[config.mk]
export PLATFORM = sky130hd
export DESIGN_NAME = run_ctrl_flat
export DESIGN_NICKNAME = d
export VERILOG_FILES = /design/src/rtl/run_ctrl_if.sv /design/src/rtl/run_ctrl.sv /design/src/flat_wrapper.sv
export SDC_FILE = /design/constraint.sdc
export NUM_CORES = 1
export LEC_CHECK = 0
export CELL_PAD_IN_SITES_DETAIL_PLACEMENT = 0
export CELL_PAD_IN_SITES_GLOBAL_PLACEMENT = 2
export CORE_ASPECT_RATIO = 1.75
export CORE_MARGIN = 2
export CORE_UTILIZATION = 29
export DETAILED_ROUTE_END_ITERATION = 12
export MAX_ROUTING_LAYER = met4
export PLACE_DENSITY = 0.8
export REMOVE_ABC_BUFFERS = 1
export SYNTH_ARGS = -nofsm -noshare
export SYNTH_HDL_FRONTEND = slang
export SYNTH_SLANG_ARGS = --single-unit
export TNS_END_PERCENT = 100
[constraint.sdc]
create_clock -name clk -period 2.6 [get_ports clk]
set_input_delay 0.52 -clock clk [delete_from_list [all_inputs] [get_ports clk]]
set_output_delay 0.52 -clock clk [all_outputs]
set_load 0.02 [all_outputs]
[src/rtl/run_ctrl_if.sv]
// run_ctrl_if: debugger/core-facing signal bundle between the board top level and run_ctrl
interface run_ctrl_if #(
    parameter int CNT_W = 32
);
    logic [3:0]       clkMode;
    logic             start;
    logic             done;
    logic [15:0]      pc;
    logic             bpEnable;
    logic [15:0]      bpAddr;
    logic             cpuClk;
    logic             cpuRise;
    logic             enable;
    logic [CNT_W-1:0] cycleCount;
    logic [1:0]       haltCause;
    modport master (
        output clkMode, start, done, pc, bpEnable, bpAddr,
        input  cpuClk, cpuRise, enable, cycleCount, haltCause
    );
    modport slave (
        input  clkMode, start, done, pc, bpEnable, bpAddr,
        output cpuClk, cpuRise, enable, cycleCount, haltCause
    );
endinterface

[src/rtl/run_ctrl.sv]
// run_ctrl: run-control FSM and glitch-free gated CPU clock for the mu0 core
module run_ctrl #(
    parameter int SLOW_DIV = 6318000,
    parameter int CNT_W    = 32
) (
    input logic       clk,
    input logic       reset,
    run_ctrl_if.slave bus
);
    localparam int DW = $clog2(SLOW_DIV + 1);
    typedef enum logic [1:0] {IDLE, RUN, HALT} state_t;
    state_t state, state_n;
    logic [DW-1:0] div_cnt, div_n;
    logic [1:0] cause_n;
    logic phase, phase_n, start_seen, since_resume, req, bp_hit, div_end;
    logic en_n, clk_n, clr_cnt, resume;
    always_comb begin
        req = bus.start != start_seen;
        bp_hit = bus.bpEnable && bus.pc == bus.bpAddr && since_resume;
        div_end = div_cnt == DW'(SLOW_DIV - 1);
        div_n = bus.clkMode == 4'd2 && !div_end ? div_cnt + 1'b1 : '0;
        phase_n = bus.clkMode == 4'd1 ? ~phase :
                  bus.clkMode == 4'd2 ? phase ^ div_end :
                  bus.clkMode == 4'd4;
        state_n = state;
        cause_n = bus.haltCause;
        clr_cnt = 1'b0;
        resume = 1'b0;
        case (state)
            IDLE: if (req) begin
                state_n = RUN;
                cause_n = 2'd0;
                clr_cnt = 1'b1;
                resume = 1'b1;
            end
            RUN: if (bus.done) begin
                state_n = HALT;
                cause_n = 2'd1;
            end else if (bp_hit) begin
                state_n = HALT;
                cause_n = 2'd2;
            end else if (req) begin
                state_n = HALT;
                cause_n = 2'd3;
            end
            HALT: if (req) begin
                state_n = RUN;
                cause_n = 2'd0;
                resume = 1'b1;
            end
            default: state_n = IDLE;
        endcase
        en_n = state_n == RUN;
        // both gate terms come from registers, so cpuClk never produces a runt pulse
        clk_n = phase_n & en_n;
    end
    always_ff @(posedge clk) begin
        start_seen <= bus.start;
        if (reset) begin
            state <= IDLE;
            phase <= 1'b0;
            div_cnt <= '0;
            since_resume <= 1'b0;
            bus.enable <= 1'b0;
            bus.cpuClk <= 1'b0;
            bus.cpuRise <= 1'b0;
            bus.cycleCount <= '0;
            bus.haltCause <= 2'd0;
        end else begin
            state <= state_n;
            phase <= phase_n;
            div_cnt <= div_n;
            since_resume <= resume ? 1'b0 : since_resume | bus.cpuRise;
            bus.enable <= en_n;
            bus.cpuClk <= clk_n;
            bus.cpuRise <= clk_n & ~bus.cpuClk;
            bus.cycleCount <= clr_cnt ? '0 : bus.cycleCount + CNT_W'(bus.cpuRise);
            bus.haltCause <= cause_n;
        end
    end
endmodule

[src/flat_wrapper.sv]
// flat-port wrapper written by rule: the top's interface ports become plain ports
module run_ctrl_flat 
#(
    parameter int SLOW_DIV = 6318000,
    parameter int CNT_W    = 32
)
  (clk, reset, bus_clkMode, bus_start, bus_done, bus_pc, bus_bpEnable, bus_bpAddr, bus_cpuClk, bus_cpuRise, bus_enable, bus_cycleCount, bus_haltCause);
  run_ctrl_if #(.CNT_W(CNT_W)) bus_i ();
  input logic clk;
  input logic reset;
  input wire logic [$bits(bus_i.clkMode)-1:0] bus_clkMode;
  input wire logic [$bits(bus_i.start)-1:0] bus_start;
  input wire logic [$bits(bus_i.done)-1:0] bus_done;
  input wire logic [$bits(bus_i.pc)-1:0] bus_pc;
  input wire logic [$bits(bus_i.bpEnable)-1:0] bus_bpEnable;
  input wire logic [$bits(bus_i.bpAddr)-1:0] bus_bpAddr;
  output wire logic [$bits(bus_i.cpuClk)-1:0] bus_cpuClk;
  output wire logic [$bits(bus_i.cpuRise)-1:0] bus_cpuRise;
  output wire logic [$bits(bus_i.enable)-1:0] bus_enable;
  output wire logic [$bits(bus_i.cycleCount)-1:0] bus_cycleCount;
  output wire logic [$bits(bus_i.haltCause)-1:0] bus_haltCause;
  assign bus_i.clkMode = bus_clkMode;
  assign bus_i.start = bus_start;
  assign bus_i.done = bus_done;
  assign bus_i.pc = bus_pc;
  assign bus_i.bpEnable = bus_bpEnable;
  assign bus_i.bpAddr = bus_bpAddr;
  assign bus_cpuClk = bus_i.cpuClk;
  assign bus_cpuRise = bus_i.cpuRise;
  assign bus_enable = bus_i.enable;
  assign bus_cycleCount = bus_i.cycleCount;
  assign bus_haltCause = bus_i.haltCause;
  run_ctrl #(.SLOW_DIV(SLOW_DIV), .CNT_W(CNT_W)) u_core (.clk(clk), .reset(reset), .bus(bus_i));
endmodule
# == After elaboration in Yosys (flattened, before gate mapping) ==
# Index checks and enable logic that the tools add are counted.
# classes
addsub,2
eq_ne,11
muxes,15
bitwise,7
reduce_logical,11
# op_table
op,n
32-bit by 1-bit adder with 32-bit output,1
"23-bit by 1-bit adder with 23-bit output, second input constant",1
"23-bit equality test, second input constant",1
16-bit equality test,1
2-bit two-way mux,8
2-bit case mux with 2 select lines,2
2-bit OR reduction,4
1-bit two-way mux,5
"2-bit by 1-bit equality test with 1-bit output, second input constant",2
"4-bit by 1-bit equality test with 1-bit output, second input constant",1
"4-bit by 2-bit equality test with 1-bit output, second input constant",1
"4-bit by 3-bit equality test with 1-bit output, second input constant",1
"4-bit by 2-bit inequality test with 1-bit output, second input constant",1
1-bit logical AND,3
1-bit inverter,3
3-bit AND reduction,1
1-bit AND,2
"2-bit equality test, second input constant",1
2-bit logical NOT,1
"2-bit by 1-bit inequality test with 1-bit output, second input constant",1
2-bit nonzero test,1
1-bit logical NOT,1
1-bit inequality test,1
1-bit OR,1
1-bit bitwise XOR,1
# totals
regBits,65
input_bits,41

# == Logic depth before layout (Yosys ltp) ==
# Gate-level depths: netlist of the first run.
# logic_depth
ltp_word,9
ltp_mapped,7
mapped_depth_nobuf,7

# == Least setup slack after synthesis of the first run ==
# Ideal clock, no wire load.
# synth_timing
path_type,register to register
from,reg u_core.bus.cpuRise
to,reg u_core.bus.cycleCount[31]
setup_ns,0.068
arrival_ns,1.948
t_required_ns,2.532
path_slack_ns,0.584
path_stages_with_launch,8
cell_sequence,dfxtp_1 -> ha_1 -> nand2_1 -> or3_1 -> buf_6 -> nor3_4 -> or3b_1 -> a21oi_2
# synth_between
elab_chain_cells,1
# synth_rtl
element,line,text
start: declaration,run_ctrl_if.sv:22,"output cpuClk, cpuRise, enable, cycleCount, haltCause"
start signal: assignment,run_ctrl.sv:76,bus.cpuRise <= clk_n & ~bus.cpuClk;
32-bit by 1-bit adder with 32-bit output,run_ctrl.sv:77,bus.cycleCount <= clr_cnt ? '0 : bus.cycleCount + CNT_W'(bus.cpuRise);
end signal: assignment,run_ctrl.sv:77,
end: declaration,run_ctrl_if.sv:22,
# No other way between the ends.
# A chain may end at the register's enable or synchronous reset.

# == Worst setup path after layout of the first run ==
# layout_timing
from,reg u_core.div_cnt[0]
to,reg u_core.div_cnt[18]
# layout_between
elab_chain_cells,5
elab_cells_between_ends,6
cone_classes,add/sub (1); eq/ne (1); bitwise (1); reduce/logical (3)
# layout_rtl
element,line,text
start: declaration,run_ctrl.sv:13,"logic [DW-1:0] div_cnt, div_n;"
start signal: assignment,run_ctrl.sv:72,div_cnt <= div_n;
branches (longest 5 deep; another with 23-bit by 1-bit adder with 23-bit output),-,
# Several ways; the timed one is not identified.

==> results.json, run 1 <==
{
  "status": "completed",
  "overflow": 0,
  "vias": 2639,
  "dr.max_layer_used": "met4",
  "max_freq_mhz": 462.4,
  "dr.pass1.iters": 4,
  "insertedDiodeCount": 0,
  "combPwrFrac": 0.073,
  "period_minus_slack_ns": 2.163,
  "synthArstFlopShare": 0,
  "tightest_slew_ns": 0.7626,
  "finalSetupViolations": 0,
  "grt_pass1_wl_um": 11840,
  "slew_violations": 0,
  "crit_slowest_cell": "or4_1",
  "switchingPower_w": 0.0004825,
  "grt_max_degree": 33,
  "pin_count": 78,
  "rsz0062_at_grt": "false",
  "synth_compound_area_frac": 0.04701,
  "cts_tree": "yes",
  "slowest_delay_ns": 0.56,
  "intPower_w": 0.001791,
  "synth_top_family_by_area": "simple AND/OR/NAND/NOR gates",
  "max_slew_margin": 0.4874,
  "ys.warnings.count": 0,
  "p_total_w": 0.002274,
  "netlist_instances": 345,
  "vdd_ir_drop_max_v": 0.0003767,
  "cts_max_path_buffers": 2,
  "antenna_found_initial": 0,
  "post_cts_resized": 0,
  "skew_ns": 0.004071,
  "area_growth_pct": 40.37,
  "drive_gt1_frac": 0.06912,
  "wirelength_um": 7053,
  "route.met2.wl_um": 3782,
  "fin_crit_sh": 0.8317,
  "dieArea_mm2": 0.01133,
  "power_leakage_nw": 1.397,
  "vias_per_cell": 4.704,
  "pwr-share-seq": 0.445,
  "synthSimpleGateAreaFrac": 0.2928,
  "maxCapViolCount": 0,
  "power_density_mw_per_mm2": 533.9,
  "start_kind": "flop",
  "hold_viol": 0,
  "p_clk_frac": 0.482,
  "cts_num_sinks": 65,
  "coreArea_mm2": 0.01024,
  "required_ns": 2.82,
  "rows": 49,
  "wl_met1_um": 2806,
  "synthXorXnorAreaFrac": 0.1905,
  "io_buffer_count": 77,
  "setup_tns_ns": 0,
  "synth-edff-count": 0,
  "syn_area_mm2": 0.003034,
  "placed_area_mm2": 0.003995,
  "drt_iter0_drc": 50,
  "cts_setup_buffers": 0,
  "cp_cell_sequence": "ha_1 -> nand4_1 -> or4_1 -> or2_2 -> nand2_1 -> buf_12 -> nor2_1",
  "synth_seq_cells": 65,
  "switching_share": 0.2122,
  "design_area_mm2": 0.004259,
  "worstPathArrival_ns": 2.38,
  "start_util": 0.2963,
  "end_kind": "flop",
  "gp_congestion": 0.7821,
  "hpwlAfterDp_um": 5380,
  "die_w_um": 81.32,
  "clock_latency_ns": 0.32,
  "cts_root_buf": "clkbuf_16",
  "hp-class": "flop to flop",
  "htreeDepth": 3,
  "seq_area_frac_synth": 0.4289,
  "synth_fa_ha_area_frac": 0.01237,
  "syn_avg_cell_area_um2": 8.795,
  "grt_pass1_vias": 2609,
  "drc": 0,
  "cts_buffers": 9,
  "path_class": "flop to flop",
  "drt-wirelength-per-cell_um": 12.57,
  "dr_wl_met3_um": 327,
  "crit_path_max_fanout": 16,
  "dieHeight_um": 139.3,
  "layout.nets": 475,
  "synthMuxAreaShare": 0.003299,
  "antenna_left": 0,
  "synth_ff_type": "dfxtp_1",
  "synth_cell_types": 48,
  "track_usage": 0.1385,
  "clkTransAtPathRegs_ns": 0.05,
  "holdBufCountCts": 0
}
## stage by stage
stage | hold slack, ns | util | setup WS [ns] | cells
global route | 0.4467 | 0.4160 | 0.3000 | 561
global placement | 0.4191 | 0.3902 | 0.3946 | 547
floorplan | 0.4299 | - | 0.2188 | 336
CTS | 0.4382 | 0.4160 | 0.4303 | 561
finish | 0.4402 | 0.4160 | 0.4375 | 561
detailed placement | 0.4265 | 0.3902 | 0.3529 | 547
## state kept, by name (all words and copies together) (netlist names)
name / flops
u_core.state: 2
u_core.bus.cpuClk: 1
u_core.start_seen: 1
u_core.phase: 1
u_core.bus.enable: 1
u_core.div_cnt: 23
u_core.since_resume: 1
u_core.bus.cycleCount: 32
u_core.bus.haltCause: 2
u_core.bus.cpuRise: 1
## cell usage after synthesis, types with 2 or more instances
cell type,instances,area [µm²]
dfxtp_1,65,1301
nand4_1,14,87.58
nand2b_1,4,25.02
nor3_1,5,25.02
or4_1,2,15.01
buf_4,2,15.01
and4_1,5,43.79
inv_1,7,26.28
xor2_1,32,280.3
clkbuf_1,5,18.77
or3_1,4,25.02
nor4_1,12,75.07
xnor2_1,34,297.8
and3_1,4,25.02
a21oi_1,6,30.03
nor4b_1,2,17.52
ha_1,3,37.54
or2_2,2,12.51
o21ai_0,5,25.02
nand2_1,20,75.07
nor2_1,64,240.2
nand3_1,22,110.1
## routing by layer
layer  vias to the layer above  track usage
met5                         -            -
met4                         0      0.06423
met3                        10      0.03632
met2                        60       0.2412
met1                      1213       0.1397
li1                       1356            -
## cell type report
class,instances,area (µm²)
well taps,127,158.9
inverters,7,26.28
repair buffers,84,848.3
multi-input cells,264,1660
fillers,1034,5979
clock buffers,14,264.0
flip-flops and latches,65,1301
## worst paths after layout
| check | startpoint | to | slack [ns] | cells after the start |
|---|---|---|---|---|
| max | u_core.div_cnt[0] | u_core.div_cnt[18] | 0.44 | 7 |
| min | u_core.bus.cpuClk | u_core.bus.cpuRise | 0.44 | 1 |
| max reg2reg | u_core.div_cnt[0] | u_core.div_cnt[18] | 0.44 | 7 |
| min reg2reg | u_core.bus.cpuClk | u_core.bus.cpuRise | 0.44 | 1 |
## layout by cell type, fill, tap and decap left out, types with 4 or more instances in the layout
cell / count
clkbuf_16: 9
buf_4: 5
or3_1: 4
nand2b_1: 4
clkdlybuf4s50_1: 77
nand2_1: 20
a21oi_1: 6
xor2_1: 32
inv_1: 7
nor3_1: 5
xnor2_1: 34
nor2_1: 64
nand3_1: 22
nand4_1: 14
and4_1: 5
dfxtp_1: 65
and3_1: 4
nor4_1: 12
o21ai_0: 5
## worst max-delay path: cells and delay by family (launching register included)
family / cells / cell delay, ns
buffers and inverters: 1 / 0.19
flip-flops: 1 / 0.36
adder cells (fa/ha/maj): 1 / 0.22
AND/OR/NAND/NOR: 5 / 1.28
## kinds of logic (layout without fill, tap and decap cells)
| group | Yosys count | count (layout) |
|---|---|---|
| AOI/OAI and AO/OA | 22 | 22 |
| xor gates and xnor gates | 66 | 66 |
| adders and majority gates | 3 | 3 |
| buffers and inverters | 16 | 105 |
| DFF | 65 | 65 |
| muxes | 1 | 1 |
| and+or+nand+nor | 172 | 172 |
## power groups by stage
stage | registers [W] | clock network, W | logic, W
4_1_cts | 0.00101 | 0.00113 | 0.000169
3_3_place_gp | 0.00103 | 0 | 0.000166
5_1_grt | 0.00101 | 0.00117 | 0.000182
6_report | 0.00101 | 0.00110 | 0.000166
2_1_floorplan | 0.00104 | 0 | 0.0000604
3_5_place_dp | 0.00103 | 0 | 0.000168
No activity file was read; power rests on OpenSTA's default activity.
==> run 2, diff against run 1 <==
- clock period: 2.6 -> 2.08 ns (I/O delays scaled with it)
==> run 2 against run 1 <==
  * Combinational power up 31%
  * Flip-flop and latch count is the same
  * Worst setup slack worse by 0.29 ns
  * First-iteration DRC count up 110%
  * Sequential power up 26%
  * Final cell count rose by 4.3%
  * Clock power increased by 41%
  * Register-to-register slack worse by 0.29 ns
  * Wire length increased by 3.7%
  * Cell area grew 5.1%
  * Critical endpoint is now u_core.div_cnt[2]
  * Largest cell class unchanged
==> results.json, run 2 (synthesis results as in run 1) <==
{
  "cts_root_buf": "clkbuf_16",
  "clkTransAtPathRegs_ns": 0.05,
  "hp-class": "flop to flop",
  "vias": 2758,
  "combPwrFrac": 0.072,
  "htreeDepth": 3,
  "antenna_left": 0,
  "vdd_ir_drop_max_v": 0.0004819,
  "fin_crit_sh": 0.9272,
  "start_util": 0.2963,
  "pin_count": 78,
  "switching_share": 0.2038,
  "cts_tree": "yes",
  "rsz0062_at_grt": "false",
  "p_clk_frac": 0.510,
  "reg.largest.list": "u_core.bus.cycleCount x32, u_core.div_cnt x23",
  "gp_congestion": 0.7426,
  "hold_depth": 1,
  "layout.nets": 497,
  "antenna_found_initial": 0,
  "start_kind": "flop",
  "rr_startpoint": "u_core.div_cnt[0]",
  "cts_num_sinks": 65,
  "skew_ns": 0.003422,
  "max_slew_margin": 0.6804,
  "dr.pass1.iters": 4,
  "fin_util": 0.4371,
  "overflow": 0,
  "die_w_um": 81.32,
  "slew_violations": 0,
  "cts_max_path_buffers": 2,
  "grt_max_degree": 33,
  "r2r-end": "u_core.div_cnt[2]",
  "wirelength_um": 7313,
  "period_minus_slack_ns": 1.929,
  "drt_iter0_drc": 104,
  "drt-wirelength-per-cell_um": 12.50,
  "status": "completed",
  "power_density_mw_per_mm2": 676.7,
  "required_ns": 2.29,
  "hold_end": "u_core.bus.cpuRise",
  "p_total_w": 0.003029,
  "worstPathArrival_ns": 2.14,
  "insertedDiodeCount": 0,
  "mostFrequentLayoutCell": "clkdlybuf4s50_1",
  "final_cell_mix": "77 x clkdlybuf4s50_1, 64 x nor2_1, 64 x dfxtp_1",
  "regMostFlops": "u_core.bus.cycleCount",
  "grt_pass1_wl_um": 12130,
  "max_freq_mhz": 518.5,
  "vias_per_cell": 4.715,
  "crit_path_max_fanout": 12,
  "placed_cells_incl_taps": 569,
  "track_usage": 0.1424,
  "tightest_slew_ns": 0.4784,
  "clock_latency_ns": 0.33,
  "reg2reg_slack_ns": 0.15,
  "fin_cells": 585,
  "grt_pass1_vias": 2683,
  "io_buffer_count": 77,
  "dieHeight_um": 139.3,
  "switchingPower_w": 0.0006172,
  "holdBufCountCts": 0,
  "end_kind": "flop",
  "drive_gt1_frac": 0.1310,
  "finalSetupViolations": 0,
  "pwr-share-seq": 0.418,
  "hpwlAfterDp_um": 5617,
  "drc": 0,
  "intPower_w": 0.002412,
  "largest_reg_flops": 32,
  "min-delay-start": "u_core.bus.cpuClk",
  "path_class": "flop to flop",
  "dieArea_mm2": 0.01133,
  "hold_viol": 0,
  "fillCellCount": 1027,
  "rows": 49,
  "area_growth_pct": 47.51,
  "cts_buffers": 9,
  "maxCapViolCount": 0,
  "coreArea_mm2": 0.01024,
  "power_leakage_nw": 1.528,
  "reg2reg_depth": 7
}
run 2: area by class of cell:
class / count / area, µm² / area share
clock buffer: 14 / 274.0 / 0.06122
timing repair buffer: 106 / 1001 / 0.2237
clock inverter: 2 / 35.03 / 0.007828
inverter: 7 / 26.28 / 0.005871
multi-input combinational: 264 / 1678 / 0.3749
tap: 127 / 158.9 / 0.03550
sequential: 65 / 1303 / 0.2910
run 2: power groups by stage:
stage               registers (W)   logic, W  clock network, W
finish                    0.00127   0.000218           0.00155
global route              0.00127   0.000239           0.00165
CTS                       0.00126   0.000221           0.00158
detailed placement        0.00129   0.000220                 0
global placement          0.00129   0.000218                 0
floorplan                 0.00130  0.0000755                 0
run 2: routing by layer:
layer | GRT usage | routed length, µm | vias up
met5 | - | 0 | -
met4 | 0.07226 | 129 | 0
met3 | 0.03567 | 346 | 8
met2 | 0.2485 | 4119 | 67
met1 | 0.1414 | 2718 | 1285
li1 | - | - | 1398
run 2: repair_timing:
item                                    4_1_cts  5_1_grt
setup buffers                                 0        0
endpoints found under the setup margin        0       25
gates resized for setup                       0        5
run 2: stage by stage:
step | setup WS (ns) | TNS [ns] | area [µm²] | hold WS [ns]
2_1_floorplan | -0.1972 | -6.029 | 2984 | 0.4299
4_1_cts | 0.04786 | 0 | 4457 | 0.4197
6_report | 0.1513 | 0 | 4476 | 0.4379
5_1_grt | 0.02999 | 0 | 4476 | 0.4687
3_3_place_gp | 0.05772 | 0 | 4148 | 0.4294
3_5_place_dp | 0.05342 | 0 | 4148 | 0.4125
run 2: worst max path at each step:
stage,slack [ns],cells past startpoint,startpoint,end
2_1_floorplan,-0.20,4,bus_start,u_core.bus.cycleCount[10]
3_3_place_gp,0.06,7,bus_pc[6],u_core.bus.cpuRise
3_5_place_dp,0.05,7,bus_bpAddr[2],u_core.bus.cpuRise
4_1_cts,0.05,6,u_core.bus.cpuRise,u_core.bus.cycleCount[31]
5_1_grt,0.03,7,u_core.div_cnt[0],u_core.div_cnt[7]
6_report,0.15,7,u_core.div_cnt[0],u_core.div_cnt[2]
run 2: critical path, cell delays in order (launching register included):
cell	delay [ns]
dfxtp_1	0.34
ha_2	0.20
nand4_1	0.10
or4_4	0.54
or2_2	0.30
nand2_1	0.09
buf_4	0.18
nor2_1	0.07
==> patch: new RTL, settings of run 1 <==
`SLOW_DIV` is set to 6318000 in 2 places; all go to 12636000.
--- a/src/rtl/run_ctrl.sv
+++ b/src/rtl/run_ctrl.sv
@@ -1,5 +1,5 @@
 // run_ctrl: run-control FSM and glitch-free gated CPU clock for the mu0 core
 module run_ctrl #(
-    parameter int SLOW_DIV = 6318000,
+    parameter int SLOW_DIV = 12636000,
     parameter int CNT_W    = 32
 ) (
--- a/src/flat_wrapper.sv
+++ b/src/flat_wrapper.sv
@@ -2,5 +2,5 @@
 module run_ctrl_flat 
 #(
-    parameter int SLOW_DIV = 6318000,
+    parameter int SLOW_DIV = 12636000,
     parameter int CNT_W    = 32
 )
Formal check against the unedited RTL: no difference found for any inputs over 10 cycles, from zero or initial values and one cycle with reset high; that may be too few to reach the edited logic, so the function may still have changed.
==> patch against run 1 <==
- area after synthesis rose by 5.3%
- cell count rose by 4.8%
- sequential cell count rose by 1
- cell area rose by 4.6%
- clock skew rose by 0.00098 ns
- wire length rose by 11%
- non-clock buffer count fell by 2
- utilization barely moved
- worst setup slack improved by 0.13 ns
- power rose by 10%
- critical path depth rose by 1
- count of clock-buffer cells in the layout fell by 5
- critical path type unchanged
- critical endpoint is now u_core.bus.cycleCount[28]
==> patch: results (changes against run 1) <==
grt_max_degree: 25  # -24%
critical-path-max-stage-delay_ns: 0.41  # -0.15 ns
pre_cts_slack_ns: 0.354  # +0.00118 ns
synthTopCellsByArea: "dfxtp_1 41%, xor2_1 9.0%, xnor2_1 8.2%"
drt_iter0_markers: 80  # +60%
placed_area_um2: 4130  # +3.5%
tightest_slew_ns: 0.545  # -0.218 ns
ys_seq_area_share_pct: 41.3  # -1.5 points
cp_data_arrival_time_ns: 2.25  # -0.13 ns
grt_usage_pct: 14.1  # +0.21 points
gp_congestion: 0.769  # -1.7%
cts_buffers: 9  # unchanged
drt-total-wl_um: 7820  # +11%
drive_gt1_share_pct: 8.30  # +1.4 points
status: "finished clean"
grt_pass1_vias: 2726  # +4.5%
grt_pass1_wl_um: 12900  # +9.1%
synth_cell_types: 47  # -2.1%
routedWlPerCell_um: 13.3  # +5.8%
synth.avg_cell_area_um2: 8.68  # -1.3%
hpwl_um: 5990  # +11%
power.leakage_uw: 0.00150  # +7.2%
drt-vias-per-instance: 4.81  # +2.3%
switching_power_uw: 546  # +13%
final.setup_skew_ns: 0.00505  # +0.000981 ns
path_max_fanout: 12  # -4
numPlacedInstances: 572  # +4.6%
cp_slowest_cell: "dfxtp_1"
vdd_drop_max_mv: 0.436  # +16%
synth_commonest_cells: "66 x dfxtp_1, 57 x nor2_1, 33 x xor2_1"
patch: kinds of logic (layout without fill, tap and decap cells):
group / after synthesis / after routing / synth area share (%)
adders and majority gates: 3 / 3 / 1.17
and+or+nand+nor: 184 / 184 / 31.4
buffers and inverters: 21 / 111 / 2.66
muxes: 1 / 1 / 0.313
xor gates and xnor gates: 63 / 63 / 17.3
DFF: 66 / 66 / 41.3
AOI/OAI and AO/OA: 30 / 30 / 5.80
patch: cell type report:
cell class	instances	area (um2)
clock buffers	9	225
flip-flops and latches	66	1320
repair buffers	82	808
well taps	130	163
inverters	13	48.8
fillers	1072	6240
clock inverters	7	93.8
multi-input cells	281	1790
patch: path summary, 6_finish.rpt:
check,startpoint,endpoint,slack (ns),cells after the start
max,u_core.bus.cpuRise,u_core.bus.cycleCount[28],0.56,8
min,u_core.div_cnt[0],u_core.div_cnt[0],0.45,1
max reg2reg,u_core.bus.cpuRise,u_core.bus.cycleCount[28],0.56,8
min reg2reg,u_core.div_cnt[0],u_core.div_cnt[0],0.45,1
patch: power by group through the flow:
| stage | clock network (uW) | logic (uW) | registers (uW) |
|---|---|---|---|
| after detailed placement | 0 | 185 | 1050 |
| after CTS | 1330 | 185 | 1030 |
| final | 1290 | 182 | 1030 |
| after global routing | 1370 | 201 | 1030 |
| after global placement | 0 | 184 | 1050 |
| after floorplan | 0 | 70.7 | 1050 |
patch: worst register-to-register path: stages (launching register included):
cell     delay (ns)
dfxtp_1        0.41
ha_1           0.23
ha_1           0.21
and4_1         0.32
nand4_1        0.12
buf_4          0.19
nor4_1         0.24
xnor2_1        0.16
nor2_1         0.05
patch: layer usage:
layer	part of all wire, %	track usage (%)	wire length, um
met2	56	26.7	4420
met5	0	-	0
met4	1.5	5.87	120
met3	3.1	3.35	240
met1	39	13.4	3040
